<file path="src/rtl/ymp_alu_matrix.sv">
// Element-wise matrix ALU: operand A then B arrive as AXI-Stream packets, result leaves as one packet.
// Define ALU_MATRIX_SATURATE_EN for signed-saturating ADD/SUB (STATUS[3] then reads 1).
module ymp_alu_matrix #(
    parameter int AXI_DATA_W   = 32,
    parameter int BUFFER_DEPTH = 16
) (
    input  logic                  clk_i,
    input  logic                  reset_i,
    output logic                  irq_o,
    input  logic [7:0]            paddr_i,
    input  logic [31:0]           pwdata_i,
    output logic [31:0]           prdata_o,
    input  logic                  penable_i,
    input  logic                  pwrite_i,
    output logic                  pready_o,
    output logic                  pslverr_o,
    input  logic [AXI_DATA_W-1:0] axis_data_i,
    input  logic                  axis_valid_i,
    output logic                  axis_ready_o,
    input  logic                  axis_last_i,
    output logic [AXI_DATA_W-1:0] axis_data_o,
    output logic                  axis_valid_o,
    input  logic                  axis_ready_i,
    output logic                  axis_last_o
);
    localparam int W  = AXI_DATA_W;
    localparam int AW = (BUFFER_DEPTH > 1) ? $clog2(BUFFER_DEPTH) : 1;
    localparam logic [7:0] DEPTH = 8'(BUFFER_DEPTH);
`ifdef ALU_MATRIX_SATURATE_EN
    localparam logic SAT = 1'b1;
`else
    localparam logic SAT = 1'b0;
`endif

    typedef enum logic [1:0] {IDLE, LOAD_A, LOAD_B, SEND} state_t;

    state_t         state_q, state_d;
    logic [7:0]     idx_q, idx_d, len_q, len_d, k_q, k_d;
    logic           drain_q, drain_d;
    logic [2:0]     ctrl_op_q, ctrl_op_d, op_q, op_d;
    logic           done_q, done_d, err_q, err_d;
    logic [1:0]     irq_stat_q, irq_stat_d, irq_en_q, irq_en_d;
    logic [W-1:0]   od_q, od_d;
    logic           ov_q, ov_d, ol_q, ol_d;
    logic           set_done, set_err;
    logic [1:0]     clr;

    logic [W-1:0]   buf_a [BUFFER_DEPTH];
    logic [W-1:0]   buf_b [BUFFER_DEPTH];

    logic           apb_wr, apb_rd, addr_hit, start, in_hs;
    logic [7:0]     nxt;
    logic [W-1:0]   opa, opb;

    function automatic logic [W-1:0] alu(input logic [2:0] op, input logic [W-1:0] a,
                                         input logic [W-1:0] b);
        logic [W:0]   s;
        logic [W-1:0] r;
        s = (op == 3'd1) ? ({a[W-1], a} - {b[W-1], b}) : ({a[W-1], a} + {b[W-1], b});
        case (op)
            3'd0, 3'd1: begin
`ifdef ALU_MATRIX_SATURATE_EN
                // Sign-extended sum disagreeing in its top two bits means signed overflow.
                if (s[W] != s[W-1]) r = s[W] ? {1'b1, {(W-1){1'b0}}} : {1'b0, {(W-1){1'b1}}};
                else                r = s[W-1:0];
`else
                r = s[W-1:0];
`endif
            end
            3'd2:    r = a & b;
            3'd3:    r = a | b;
            3'd4:    r = a ^ b;
            3'd5:    r = a * b;
            3'd6:    r = ($signed(a) < $signed(b)) ? a : b;
            default: r = ($signed(a) > $signed(b)) ? a : b;
        endcase
        return r;
    endfunction

    assign apb_wr       = penable_i & pwrite_i;
    assign apb_rd       = penable_i & ~pwrite_i;
    assign addr_hit     = (paddr_i == 8'h00) || (paddr_i == 8'h04) || (paddr_i == 8'h08) || (paddr_i == 8'h0C);
    assign start        = apb_wr && (paddr_i == 8'h00) && pwdata_i[0];
    assign axis_ready_o = (state_q == LOAD_A) || (state_q == LOAD_B);
    assign in_hs        = axis_ready_o & axis_valid_i;
    assign pready_o     = 1'b1;
    assign pslverr_o    = penable_i & ~addr_hit;
    assign irq_o        = |(irq_stat_q & irq_en_q);
    assign axis_data_o  = od_q;
    assign axis_valid_o = ov_q;
    assign axis_last_o  = ol_q;

    always_comb begin
        prdata_o = '0;
        if (apb_rd) begin
            case (paddr_i)
                8'h00:   prdata_o = {28'd0, ctrl_op_q, 1'b0};
                8'h04:   prdata_o = {16'd0, len_q, 4'd0, SAT, err_q, done_q, state_q != IDLE};
                8'h08:   prdata_o = {30'd0, irq_stat_q};
                8'h0C:   prdata_o = {30'd0, irq_en_q};
                default: prdata_o = '0;
            endcase
        end
    end

    // The first result is computed while the last B beat is still on the bus, so it
    // bypasses the buffer when LEN is 1.
    always_comb begin
        nxt = (state_q == LOAD_B) ? 8'd0 : k_q + 8'd1;
        opa = buf_a[nxt[AW-1:0]];
        opb = (state_q == LOAD_B && idx_q == 8'd0) ? axis_data_i : buf_b[nxt[AW-1:0]];
    end

    always_ff @(posedge clk_i) begin
        if (in_hs && !drain_q && idx_q < DEPTH) begin
            if (state_q == LOAD_A) buf_a[idx_q[AW-1:0]] <= axis_data_i;
            else                   buf_b[idx_q[AW-1:0]] <= axis_data_i;
        end
    end

    always_comb begin
        state_d = state_q;  idx_d = idx_q;  len_d = len_q;  k_d = k_q;  drain_d = drain_q;
        ctrl_op_d = ctrl_op_q;  op_d = op_q;  done_d = done_q;  err_d = err_q;
        irq_en_d = irq_en_q;  od_d = od_q;  ov_d = ov_q;  ol_d = ol_q;
        set_done = 1'b0;  set_err = 1'b0;  clr = 2'b00;
        if (apb_wr) begin
            case (paddr_i)
                8'h00:   ctrl_op_d = pwdata_i[3:1];
                8'h08:   clr = pwdata_i[1:0];
                8'h0C:   irq_en_d = pwdata_i[1:0];
                default: ;
            endcase
        end
        if (in_hs && drain_q) begin
            // Errored packet: swallow beats until its last.
            if (axis_last_i) begin
                state_d = IDLE;
                drain_d = 1'b0;
            end
        end else begin
            case (state_q)
                IDLE: if (start) begin
                    state_d = LOAD_A;  op_d = pwdata_i[3:1];
                    done_d = 1'b0;  err_d = 1'b0;  len_d = '0;  idx_d = '0;  drain_d = 1'b0;
                end
                LOAD_A: if (in_hs) begin
                    if (idx_q == DEPTH) begin
                        set_err = 1'b1;
                        if (axis_last_i) state_d = IDLE;
                        else             drain_d = 1'b1;
                    end else if (axis_last_i) begin
                        len_d = idx_q + 8'd1;  idx_d = '0;  state_d = LOAD_B;
                    end else begin
                        idx_d = idx_q + 8'd1;
                    end
                end
                LOAD_B: if (in_hs) begin
                    if (idx_q != len_q - 8'd1) begin
                        if (axis_last_i) begin
                            set_err = 1'b1;  state_d = IDLE;
                        end else begin
                            idx_d = idx_q + 8'd1;
                        end
                    end else if (axis_last_i) begin
                        state_d = SEND;  k_d = '0;
                        ov_d = 1'b1;  od_d = alu(op_q, opa, opb);  ol_d = (len_q == 8'd1);
                    end else begin
                        set_err = 1'b1;  drain_d = 1'b1;
                    end
                end
                SEND: if (axis_ready_i) begin
                    if (ol_q) begin
                        ov_d = 1'b0;  ol_d = 1'b0;  done_d = 1'b1;  set_done = 1'b1;  state_d = IDLE;
                    end else begin
                        k_d = k_q + 8'd1;  od_d = alu(op_q, opa, opb);  ol_d = (k_q + 8'd2 == len_q);
                    end
                end
                default: state_d = IDLE;
            endcase
        end
        if (set_err) err_d = 1'b1;
        irq_stat_d = (irq_stat_q & ~clr) | {set_err, set_done};
    end

    always_ff @(posedge clk_i or posedge reset_i) begin
        if (reset_i) begin
            state_q <= IDLE;  idx_q <= '0;  len_q <= '0;  k_q <= '0;  drain_q <= 1'b0;
            ctrl_op_q <= '0;  op_q <= '0;  done_q <= 1'b0;  err_q <= 1'b0;
            irq_stat_q <= '0;  irq_en_q <= '0;  od_q <= '0;  ov_q <= 1'b0;  ol_q <= 1'b0;
        end else begin
            state_q <= state_d;  idx_q <= idx_d;  len_q <= len_d;  k_q <= k_d;  drain_q <= drain_d;
            ctrl_op_q <= ctrl_op_d;  op_q <= op_d;  done_q <= done_d;  err_q <= err_d;
            irq_stat_q <= irq_stat_d;  irq_en_q <= irq_en_d;  od_q <= od_d;  ov_q <= ov_d;  ol_q <= ol_d;
        end
    end
endmodule

</file>
<file path="config.mk">
export PLATFORM = sky130hd
export DESIGN_NAME = ymp_alu_matrix
export DESIGN_NICKNAME = d
export VERILOG_FILES = /design/src/rtl/ymp_alu_matrix.sv
export SDC_FILE = /design/constraint.sdc
export NUM_CORES = 2
export LEC_CHECK = 0
export CAP_MARGIN = 20
export CORE_AREA = 4 4 411 413
export CTS_CLUSTER_DIAMETER = 150
export DETAILED_ROUTE_END_ITERATION = 8
export DIE_AREA = 0 0 415 417
export GPL_ROUTABILITY_DRIVEN = 0
export MAX_ROUTING_LAYER = met4
export SLEW_MARGIN = 20
export SYNTH_ARGS = -nofsm -noshare
export SYNTH_HDL_FRONTEND = slang
export SYNTH_SLANG_ARGS = --single-unit
</file>
<file path="constraint.sdc">
create_clock -name clk_i -period 10.5 [get_ports clk_i]
set_input_delay 2.1 -clock clk_i [delete_from_list [all_inputs] [get_ports clk_i]]
set_output_delay 2.1 -clock clk_i [all_outputs]
set_load 0.005 [all_outputs]
</file>
-- Word-level counts from Yosys, hierarchy flattened
Memory sizes are Yosys's and may differ from the RTL's.
Cells that the tools add are included.
- bits in registers: 73
- RAM bits: 1024
- output and inout port bits: 70
- word-level logic and storage cells: 207
- memories: 2
- $add $sub $neg: 6
- multiply operators: 1
- magnitude comparators: 3
- equality and inequality tests: 39
- mux-type cells: 91
- bitwise operators: 14
- reductions and logical operators: 37
- memories (name ; depth ; bits a word ; read ports ; clocked after Yosys merged registers in ; write ports ; line ; RTL):
    buf_a ; 16 ; 32 ; 1 ; 0 ; 1 ; 48 ; logic [W-1:0] buf_a [BUFFER_DEPTH];
    buf_b ; 16 ; 32 ; 1 ; 0 ; 1 ; 49 ; logic [W-1:0] buf_b [BUFFER_DEPTH];
- operators with widths (kind ; count):
    2-to-1 mux 32 bit ; 9
    one-hot mux 32 bit (6 select lines) ; 1
    2-to-1 mux 8 bit ; 15
    one-hot mux 16 bit (4 select lines) ; 1
    one-hot mux 32 bit (2 select lines) ; 1
    2-to-1 mux 1 bit ; 40
    adder 32 bit ; 1
    AND 32 bit ; 1
    greater-than comparator 32 bit ; 1
    < comparator 32 bit ; 1
    multiplier 32 x 32 -> 32 bit ; 1
    bitwise OR 32 bit ; 1
    one-hot mux 8 bit (2 select lines) ; 2
    subtractor 32 bit ; 1
    bitwise XOR 32 bit ; 1
    AND reduction 7 bit ; 4
    2-to-1 mux 2 bit ; 13
    != test 2 bit, second input constant ; 13
    one-hot mux 8 bit (3 select lines) ; 1
    adder 8 x 1 -> 8 bit, second input constant ; 2
    equality test 8 x 4 -> 1 bit, second input constant ; 2
    logical NOT 8 bit ; 2
    2-to-1 mux 16 bit ; 1
    != test 3 bit, second input constant ; 4
    other kinds (40) ; 72

-- Logic depth before layout (Yosys ltp)
An unclocked memory read counts as a cell.
- depth after elaboration: 11
- depth in mapped cells: 45

-- Least setup slack after synthesis
Ideal clock, no wire load.
- kind: input-to-reg
- start point: input axis_data_i[2]
- end point: register od_q[30], in the netlist axis_data_o[30]
- arrival: 9256 ps
- path slack: 1167 ps
- cell stages on the path: 34
- cell sequence: nor2_1 -> a221o_1 -> clkbuf_1 -> clkbuf_1 -> nor2_1 -> fa_1 -> inv_1 -> fa_1 -> inv_1 -> fa_1 -> inv_1 -> fa_1 -> inv_1 -> ha_1 -> ha_1 -> fa_1 -> inv_1 -> fa_1 -> inv_1 -> ha_1 -> clkbuf_1 -> a21o_1 -> a21oi_1 -> nand3_1 -> and2_1 -> o21a_1 -> a311oi_1 -> nand2_1 -> a221o_1 -> a21oi_1 -> o21ai_0 -> xnor2_1 -> nand2_1 -> a21oi_1
- cells in the longest elaborated chain, start to end: 8
- elaborated cells on any way between the ends: 16
- classes of those cells: add/sub (2); mul (1); order compare (2); mux (11)
- RTL lines (what ; line ; RTL):
    from (decl) ; 17 ; input logic [AXI_DATA_W-1:0] axis_data_i,
    2-to-1 mux 32 bit (*) ; 111 ; opb = (state_q == LOAD_B && idx_q == 8'd0) ? axis_data_i : buf_b[nxt[AW-1:0]];
    parallel branches: the longest is 2 deep, another holds multiplier 32 x 32 -> 32 bit ; n/a ;
    one-hot mux 32 bit (6 select lines) (*) ; 60 ; case (op)
    2-to-1 mux 32 bit ; 164 ; end else if (axis_last_i) begin
    2-to-1 mux 32 bit ; 158 ; if (idx_q != len_q - 8'd1) begin
    2-to-1 mux 32 bit ; 157 ; LOAD_B: if (in_hs) begin
    one-hot mux 32 bit (2 select lines) (*) ; 141 ; case (state_q)
    to (signal assigned) ; 189 ; irq_stat_q <= '0; irq_en_q <= '0; od_q <= '0; ov_q <= 1'b0; ol_q <= 1'b0;
    to (signal assigned) ; 193 ; irq_stat_q <= irq_stat_d; irq_en_q <= irq_en_d; od_q <= od_d; ov_q <= ov_d; ol_q <= ol_d;
    to (decl) ; 43 ; logic [W-1:0] od_q, od_d;
Mark *: on every way between the ends. The select of a mux whose other input is x is not followed.
A chain may end at the register's enable or synchronous reset.

-- Final worst setup path
- start point: register state_q[0]
- end point: register od_q[31], in the netlist axis_data_o[31]
- cells in the longest elaborated chain, start to end: 11
- elaborated cells on any way between the ends: 37
- classes of those cells: add/sub (2); mul (1); order compare (2); eq/ne (8); mux (12); bitwise (5); reduce/logical (5); memory (2)
- RTL lines (what ; line ; RTL):
    from (decl) ; 37 ; state_t state_q, state_d;
    from (signal assigned) ; 191 ; state_q <= state_d; idx_q <= idx_d; len_q <= len_d; k_q <= k_d; drain_q <= drain_d;
    parallel branches: the longest is 11 deep, another holds memory (16 x 32 bit) ; n/a ;
Several ways; the timed one is not identified. The select of a mux whose other input is x is not followed.

==> results.sh <==
export IMPL_status="completed"
export IMPL_synth_cell_types=99
export IMPL_synth_top_cell_by_area="edfxtp_1"
export IMPL_clock_path_buffers=3
export IMPL_hp_class="register to register"
export IMPL_finalSetupViolations=0
export IMPL_met2_length_mm=103
export IMPL_synth_ff_type="edfxtp_1"
export IMPL_fin_crit_ns=10.10
export IMPL_synth_area_leaders="edfxtp_1, fa_1, ha_1"
export IMPL_yosysMostFrequentCell="edfxtp_1"
export IMPL_nFillCells=14900
export IMPL_reg2reg_slack_ns=0.40
export IMPL_critical_path_class="register to register"
export IMPL_die_h_um=417
export IMPL_ys_seq_area_share_pct=49.5
export IMPL_post_dp_hpwl_mm=150
export IMPL_r2r_start="state_q[0]"
export IMPL_cts_sinks=1097
export IMPL_grt_pass1_vias=47600
export IMPL_grt_setup_unrepaired="no"
export IMPL_cts_root_buf="clkbuf_16"
export IMPL_start_util_pct=39.9
export IMPL_die_x_um=415
export IMPL_syn_inst=5625
export IMPL_first_iter_violations=5793
export IMPL_synth_commonest_cells="edfxtp_1, nand2_1, nor2_1"
export IMPL_portBuffers=99
export IMPL_drive_gt1_share_pct=14.1
export IMPL_cts_buffers=109
export IMPL_worstReg2RegEnd="axis_data_o[31]"
export IMPL_final_cells=8275
export IMPL_grt_pass1_wl_mm=327
export IMPL_ff2ff_path_depth=43
export IMPL_cp_data_arrival_time_ns=10.72
export IMPL_synth_edf_count=1024
export IMPL_clkLatencyLatePin_ns=0.71
export IMPL_synth_top_area_share_pct=46.7
export IMPL_async_reset_ff_share_pct=6.65
export IMPL_vias=48000
export IMPL_startpoint="state_q[0]"
export IMPL_crit_path_end="axis_data_o[31]"
export IMPL_grt_max_degree=75
export IMPL_core_area_um2=165000
export IMPL_worstPathRequired_ns=11.12
export IMPL_drc=0
export IMPL_cpPeakStageDelay_ns=0.54
export IMPL_cts_clk_slew_worst_paths_ns=0.06
export IMPL_grt_overflow=0
export IMPL_viasPerCell=5.80
export IMPL_dr_pass1_iters=6
export IMPL_final_nets=6717
export IMPL_synthXorXnorAreaFrac_pct=2.07
export IMPL_cts_tree="done"
export IMPL_finalHoldViolations=0
export IMPL_antenna_found_initial=1
export IMPL_dp_cells=8062
export IMPL_fin_skew_ns=0.0271
export IMPL_start_kind="register"
export IMPL_row_count=149
export IMPL_yosys_area_share_simple_pct=10.3
export IMPL_max_slew_margin_rel_pct=19.4
export IMPL_drv_cap=0
export IMPL_cp_max_fo=24
export IMPL_htreeDepth=3
export IMPL_syn_area_um2=65800
export IMPL_wl_met3_mm=20.1
export IMPL_synth_top_family_by_area="adder cells"
export IMPL_die_area_um2=173000
export IMPL_synth_adder_area_share_pct=16.9
export IMPL_wire_per_inst_um=27.1
export IMPL_grtUsageTotal_pct=26.3
export IMPL_syn_avg_cell_area_um2=11.7
export IMPL_synth_mux_area_share_pct=4.42
export IMPL_fmax_ghz=0.0990
export IMPL_synthToLayoutAreaGrowth_pct=15.9
export IMPL_ys_warn_count=0
export IMPL_drtAntennaViolNets=0
export IMPL_finalCritPeriodShare_pct=96.2
export IMPL_worstSetupEndpointType="register"
export IMPL_tightestPinTransition_ns=1.21
export IMPL_slowest_stage="o21ai_2"
export IMPL_ys_ff_latch=1097
export IMPL_dr_max_layer_used="met4"
export IMPL_synth_compound_area_share_pct=10.6
export IMPL_drt_wl_total_mm=224
export IMPL_antenna_cells=0
export IMPL_met1_length_mm=88.0
export IMPL_io_pins=149
export IMPL_finalSetupTns_ns=0
export IMPL_drv_slew=0
==> worst min path at each step <==
stage	endpoint	slack [ns]	startpoint	depth (start not counted)
after floorplan	ctrl_op_q[2]	0.44	ctrl_op_q[2]	2
after global routing	axis_data_o[1]	0.51	axis_data_o[1]	2
after CTS	axis_data_o[1]	0.49	axis_data_o[1]	2
after detailed placement	ctrl_op_q[0]	0.47	ctrl_op_q[0]	2
final	axis_data_o[15]	0.48	axis_data_o[15]	2
after global placement	ctrl_op_q[0]	0.46	ctrl_op_q[0]	2
==> repair_timing <==
action / in CTS / in global routing
resized for setup: 1 / 7
buffers inserted: 8 / 5
pin swaps: 1 / 1
hold buffers: 0 / 0
setup endpoints to repair: 1 / 2
==> flip-flops by register name (all words and copies together), names as in the netlist <==
signal / flops
buf_b: 512
k_q: 8
axis_data_o: 32
done_q: 1
irq_stat_q: 2
irq_en_q: 2
axis_valid_o: 1
axis_last_o: 1
err_q: 1
state_q: 2
drain_q: 1
op_q: 3
idx_q: 8
buf_a: 512
len_q: 8
ctrl_op_q: 3
==> worst max-delay path: cells and delay by family, from the launching register on <==
family	cells	cell delay (ns)
AND/OR/NAND/NOR	6	0.60
AO/OA/AOI/OAI	11	2.42
flip-flops	1	0.41
buffers and inverters	15	2.13
adder cells (fa/ha/maj)	10	4.09
XOR/XNOR	1	0.29
==> cell families (layout without fill, tap and decap cells) <==
kind of cell / Yosys count / count (layout)
simple gates: 1576 / 1576
mux: 233 / 233
other cells: 2 / 21
xor+xnor: 143 / 143
fa+ha+maj: 641 / 641
buf+inv: 928 / 1370
flops: 1097 / 1097
compound gates: 1005 / 1005
==> cells in the final DEF (no fill, tap or decap), types with 105 or more instances in the layout <==
| cell type | n |
|---|---|
| ha_1 | 229 |
| clkbuf_16 | 110 |
| nand3_1 | 105 |
| nor2_1 | 518 |
| a21oi_1 | 180 |
| fa_1 | 410 |
| nand2_1 | 643 |
| buf_4 | 443 |
| mux2i_1 | 149 |
| edfxtp_1 | 1024 |
| inv_1 | 526 |
| o21ai_0 | 177 |
==> layout make-up <==
class | count | area [um2] | area share [%]
Clock inverter | 69 | 644 | 0.845
Inverter | 554 | 2090 | 2.74
Multi-Input combinational cell | 3619 | 29600 | 38.8
Timing Repair Buffer | 616 | 5790 | 7.59
Sequential cell | 1097 | 32600 | 42.7
Tap cell | 2189 | 2740 | 3.59
Clock buffer | 131 | 2830 | 3.71
==> per-layer routing <==
metal  GRT usage [%]  up-vias
li1                -    20500
met1            33.8    24400
met5               -        -
met2            40.7     2497
met3            4.31      515
met4            12.8        0
==> per-stage QoR <==
| step | utilization [%] | hold WS [ns] | worst slack (ns) | instance area, um2 |
|---|---|---|---|---|
| 6_report | 46.3 | 0.481 | 0.404 | 76300 |
| 5_1_grt | 46.3 | 0.514 | 0.0393 | 76300 |
| 4_1_cts | 46.3 | 0.488 | 0.160 | 76200 |
| 3_5_place_dp | 44.1 | 0.471 | -0.397 | 72600 |
| 3_3_place_gp | 44.1 | 0.463 | -0.299 | 72600 |
| 2_1_floorplan | - | 0.438 | 1.17 | 65900 |
Power is left out: the tool's default activity adds up to more than one toggle a clock period on the data nets, which glitch-free logic cannot reach.
